$ cat src/rtl/frame_sync_ctrl.sv
// Purpose : frame-alignment controller that runs hunt/verify/lock/flywheel on the
//           locater's pattern-detect pulse and publishes lock status and aligned position.
// Latency : all outputs are registered, one cycle after the capture or checkpoint cycle.
// Backpress: none; PDET and LOC are consumed every cycle, and outputs are level/pulse.
//
// Ports   : CLK, RST_N (async active-low) ; PDET pulse + LOC position in ;
//           LOCKED, ALIGN_LOC, FRAME_STROBE, STATE, LOSS_CNT out.
// Build   : define FRAME_SYNC_STATS_EN to build the saturating LOSS_CNT register;
//           otherwise LOSS_CNT reads as zero.
module frame_sync_ctrl #(
  parameter int FRAME_LEN  = 20,
  parameter int LOC_W      = 5,
  parameter int VERIFY_CNT = 3,
  parameter int MISS_CNT   = 2
) (
  input  logic             CLK,
  input  logic             RST_N,
  input  logic             PDET,
  input  logic [LOC_W-1:0] LOC,
  output logic             LOCKED,
  output logic [LOC_W-1:0] ALIGN_LOC,
  output logic             FRAME_STROBE,
  output logic [1:0]       STATE,
  output logic [7:0]       LOSS_CNT
);

  localparam logic [1:0] ST_HUNT     = 2'd0;
  localparam logic [1:0] ST_VERIFY   = 2'd1;
  localparam logic [1:0] ST_LOCK     = 2'd2;
  localparam logic [1:0] ST_FLYWHEEL = 2'd3;

  localparam int HIT_W  = $clog2(VERIFY_CNT + 1);
  localparam int MISS_W = $clog2(MISS_CNT + 1);

  // Parameter sanity, caught at elaboration.
  if ((2 ** LOC_W) < FRAME_LEN) begin : g_bad_loc_w
    $error("frame_sync_ctrl: LOC_W too narrow for FRAME_LEN");
  end
  if (VERIFY_CNT < 1 || MISS_CNT < 1) begin : g_bad_cnt
    $error("frame_sync_ctrl: VERIFY_CNT and MISS_CNT must be >= 1");
  end

  logic [1:0]        state_q, state_d;
  logic [LOC_W-1:0]  align_loc_q, align_loc_d;
  logic [HIT_W-1:0]  hit_cnt_q, hit_cnt_d;
  logic [MISS_W-1:0] miss_cnt_q, miss_cnt_d;
  logic              strobe_q, strobe_d;
  logic              locked_q, locked_d;
  logic              checkpoint;

  // A checkpoint is the cycle where the locater is at the expected pattern position.
  assign checkpoint = (state_q != ST_HUNT) && (LOC == align_loc_q);

  always_comb begin
    state_d     = state_q;
    align_loc_d = align_loc_q;
    hit_cnt_d   = hit_cnt_q;
    miss_cnt_d  = miss_cnt_q;
    strobe_d    = 1'b0;

    unique case (state_q)
      ST_HUNT: begin
        if (PDET) begin
          align_loc_d = LOC;
          hit_cnt_d   = HIT_W'(1);
          if (VERIFY_CNT == 1) begin
            // A single hit is enough: lock is declared straight from the capture.
            state_d    = ST_LOCK;
            miss_cnt_d = '0;
            strobe_d   = 1'b1;
          end else begin
            state_d = ST_VERIFY;
          end
        end
      end
      ST_VERIFY: begin
        if (checkpoint) begin
          if (PDET) begin
            hit_cnt_d = hit_cnt_q + HIT_W'(1);
            if (hit_cnt_d == HIT_W'(VERIFY_CNT)) begin
              state_d    = ST_LOCK;
              miss_cnt_d = '0;
              strobe_d   = 1'b1;
            end
          end else begin
            // ALIGN_LOC is deliberately kept; HUNT overwrites it on the next capture.
            state_d   = ST_HUNT;
            hit_cnt_d = '0;
          end
        end
      end
      ST_LOCK: begin
        if (checkpoint) begin
          if (PDET) begin
            strobe_d = 1'b1;
          end else begin
            miss_cnt_d = MISS_W'(1);
            if (MISS_CNT == 1) begin
              state_d   = ST_HUNT;
              hit_cnt_d = '0;
            end else begin
              state_d  = ST_FLYWHEEL;
              strobe_d = 1'b1;
            end
          end
        end
      end
      default: begin // ST_FLYWHEEL
        if (checkpoint) begin
          if (PDET) begin
            state_d    = ST_LOCK;
            miss_cnt_d = '0;
            strobe_d   = 1'b1;
          end else begin
            miss_cnt_d = miss_cnt_q + MISS_W'(1);
            if (miss_cnt_d == MISS_W'(MISS_CNT)) begin
              state_d   = ST_HUNT;
              hit_cnt_d = '0;
            end else begin
              strobe_d = 1'b1;
            end
          end
        end
      end
    endcase

    // LOCK and FLYWHEEL share the upper state bit.
    locked_d = state_d[1];
  end

  always_ff @(posedge CLK or negedge RST_N) begin
    if (!RST_N) begin
      state_q     <= ST_HUNT;
      align_loc_q <= '0;
      hit_cnt_q   <= '0;
      miss_cnt_q  <= '0;
      strobe_q    <= 1'b0;
      locked_q    <= 1'b0;
    end else begin
      state_q     <= state_d;
      align_loc_q <= align_loc_d;
      hit_cnt_q   <= hit_cnt_d;
      miss_cnt_q  <= miss_cnt_d;
      strobe_q    <= strobe_d;
      locked_q    <= locked_d;
    end
  end

  assign STATE        = state_q;
  assign LOCKED       = locked_q;
  assign ALIGN_LOC    = align_loc_q;
  assign FRAME_STROBE = strobe_q;

`ifdef FRAME_SYNC_STATS_EN
  logic [7:0] loss_cnt_q, loss_cnt_d;
  logic       lose_lock;

  // Any exit from LOCK/FLYWHEEL back to HUNT is one loss of alignment.
  assign lose_lock = state_q[1] && (state_d == ST_HUNT);

  always_comb begin
    loss_cnt_d = loss_cnt_q;
    if (lose_lock && (loss_cnt_q != 8'hFF)) begin
      loss_cnt_d = loss_cnt_q + 8'd1;
    end
  end

  always_ff @(posedge CLK or negedge RST_N) begin
    if (!RST_N) begin
      loss_cnt_q <= 8'd0;
    end else begin
      loss_cnt_q <= loss_cnt_d;
    end
  end

  assign LOSS_CNT = loss_cnt_q;
`else
  assign LOSS_CNT = 8'd0;
`endif

endmodule

$ cat config.mk
export PLATFORM = sky130hd
export DESIGN_NAME = frame_sync_ctrl
export DESIGN_NICKNAME = d
export VERILOG_FILES = /design/src/rtl/frame_sync_ctrl.sv
export SDC_FILE = /design/constraint.sdc
export NUM_CORES = 1
export LEC_CHECK = 0
export ABC_AREA = 1
export CORE_AREA = 2 2 47 49
export DETAILED_ROUTE_END_ITERATION = 10
export DIE_AREA = 0 0 49 51
export PLACE_DENSITY = 0.78
export SLEW_MARGIN = 20
export SYNTH_ARGS = -nofsm -noshare
export SYNTH_HDL_FRONTEND = slang
export SYNTH_SLANG_ARGS = --single-unit
export TNS_END_PERCENT = 100
$ cat constraint.sdc
create_clock -name CLK -period 1.8 [get_ports CLK]
set_input_delay 0.36 -clock CLK [delete_from_list [all_inputs] [get_ports CLK]]
set_output_delay 0.36 -clock CLK [all_outputs]
set_load 0.1 [all_outputs]
==> impl_metrics.yaml, run 1 <==
run_status:
  outcome: "finished clean"
final_layout:
  num_antenna_cells: 0
  fin_cells: 173
  nFillCells: 190
  stdcell_area_um2: 1230
  drive_above_1_share_pct: 26.2
  area_delta_synth_final_pct: 35.0
  finalNetCount: 159
  seqCellArea_um2: 314
  multi_input_area_um2: 490
setup_path:
  crit_chain: "inv_1 > ha_2 > o21ai_1 > nand2_1 > inv_1 > nand2_1 > a21oi_2 > nand2_2 > nand2_1 > o21ai_2"
  path_max_fanout: 8
  reg2regPathDepth: 10
  worstSetupPathType: "reg2reg"
  worstPathRequired_ns: 1.98
  cp_common_cell: "nand2_1"
  r2r_slack_ns: 0.13
  r2r_end: "STATE[0]"
  startpoint_type: "flop"
  end_kind: "flop"
  slowest_stage: "dfrtp_4"
  slowest_delay_ns: 0.48
  critical-path-top-delay-family: "flip-flops"
  worst-path-buf-inv: 2
  worstPathArrival_ns: 1.84
timing:
  fin_skew_ns: 0.00850
  setup_tns_ns: 0
  tightest_slew_ns: 0.562
  setup_viol: 0
  slew_viol_final: 0
  period_minus_slack_ns: 1.67
  max_freq_ghz: 0.599
  finalCritPeriodShare_pct: 92.7
  hold_viol: 0
  slew_headroom_pct: 62.4
  holdWs_ns: 0.430
logic_synthesis:
  synth_top_area_share_pct: 33.1
  postSynthCellCount: 126
  ys_types: 27
  synth_top_cell_by_area: "dfrtp_1"
  synthArstFlopShare_pct: 100
  syn_avg_cell_area_um2: 7.21
  synth_flop_cell: "dfrtp_1"
  ys_seq_area_share_pct: 33.1
  synth_top_cells_by_area: "dfrtp_1 (33%), nand2_1 (14%), buf_4 (8.3%)"
  synth_area_um2: 908
  ys_top_cells_by_count: "nand2_1 (35), inv_1 (18), dfrtp_1 (12)"
  synth.ff_latch_count: 12
  synth-edff-count: 0
  yosysMostFrequentCell: "nand2_1"
  yosys_warnings: 0
floorplan:
  rows: 17
  initial_core_util_pct: 44.0
  die_y_um: 51
  coreArea_um2: 2060
  ios: 25
  die-area_um2: 2500
  die_w_um: 49
clock_tree:
  clk_path_buf_depth: 2
  clkTransAtPathRegs_ns: 0.08
  clock-sinks: 12
  ctsHoldBuffers: 0
  cts_resized: 0
  clk_latency_ns: 0.28
  htreeDepth: 1
  cts_buffers: 3
  post_cts_buffers: 0
  cts_root_buf: "clkbuf_4"
  cts_tree: "yes"
drt:
  postRouteAntennaNets: 0
  wl_met2_um: 967
  vias_per_cell: 4.77
  wl_per_cell_um: 10.9
  top_layer_used: "met4"
  drt_iter0_drc: 13
  vias: 826
  met1_length_um: 804
  drc: 0
  first_pass_iters: 4
  dr_wl_met3_um: 67
  drt-total-wl_um: 1880
grt:
  grt_max_degree: 13
  grt_pass1_vias: 790
  grt_use_total_pct: 17.3
  gr-total-overflow: 0
  grt_pass1_wl_um: 3260
  antenna_found_initial: 0
run:
  max-cap-violations: 0
worst_hold_path:
  hp-class: "in2async"
placement:
  dp_hpwl_um: 1480
  place_congestion: 0.810
  io_buffers: 16
  dpl-instance-area_um2: 1180
  dp.cells: 169
cells by family (layout without fill, tap and decap cells):
group	Yosys count	in the layout	share of synthesized area, %
AOI/OAI and AO/OA	18	18	13.1
xor gates and xnor gates	1	1	0.964
adders and majority gates	5	5	6.89
buffers and inverters	31	43	16.9
DFF	12	12	33.1
other	1	8	0.413
and+or+nand+nor	58	58	28.7
registers in the layout, indices dropped and copies added (netlist names), named ones only:
signal        count
miss_cnt_q        2
ALIGN_LOC         5
hit_cnt_q         2
FRAME_STROBE      1
STATE             1
worst max path at each step:
| stage | end | slack (ns) | depth (start not counted) |
|---|---|---|---|
| global placement | STATE[0] | -0.08 | 12 |
| CTS | STATE[0] | 0.08 | 10 |
| floorplan | flop | 0.02 | 11 |
| finish | STATE[0] | 0.13 | 10 |
| detailed placement | STATE[0] | -0.17 | 12 |
| global route | flop | -0.03 | 10 |
metrics by stage:
step	setup slack (ns)	util, %
after floorplan	0.0230	-
after global placement	-0.0825	57.1
after detailed placement	-0.166	57.1
after CTS	0.0832	58.8
after global routing	-0.0305	59.4
final	0.131	59.4
area by class of cell:
| cell class | count | share of cell area (%) |
|---|---|---|
| tap | 28 | 2.86 |
| inverter | 20 | 6.12 |
| timing repair buffer | 19 | 22.4 |
| clock buffer | 4 | 2.96 |
| multi-input combinational | 90 | 40.0 |
| sequential | 12 | 25.6 |
placed cells by master (no fill, tap or decap), types with 2 or more instances in the layout:
cell type / count
buf_12: 9
buf_4: 3
clkbuf_4: 3
clkdlybuf4s50_1: 6
conb_1: 8
dfrtp_1: 5
dfrtp_2: 5
dfrtp_4: 2
ha_1: 3
ha_2: 2
inv_1: 17
inv_2: 3
nand2_1: 34
nand2_2: 3
nand3_1: 6
nand4_1: 3
nor2_1: 5
nor2_2: 2
nor3_1: 2
o21ai_0: 9
o21ai_1: 2
per-layer routing:
metal | vias to the layer above | track usage [%]
met3 | 4 | 3.22
met1 | 382 | 20.0
met4 | 0 | 11.4
met2 | 21 | 29.2
li1 | 419 | -
met5 | - | 0
Power of run 1 is left out: the tool's default activity adds up to more than one toggle a clock period on the data nets, which glitch-free logic cannot reach.
==> run 2: changes to the inputs <==
Settings changed: ABC_CLOCK_PERIOD_IN_PS from default to 1800.
==> results of run 2 <==
No change in the layout: final DEF, timing and power equal those of run 1.
Power of run 2 is left out for the same reason.
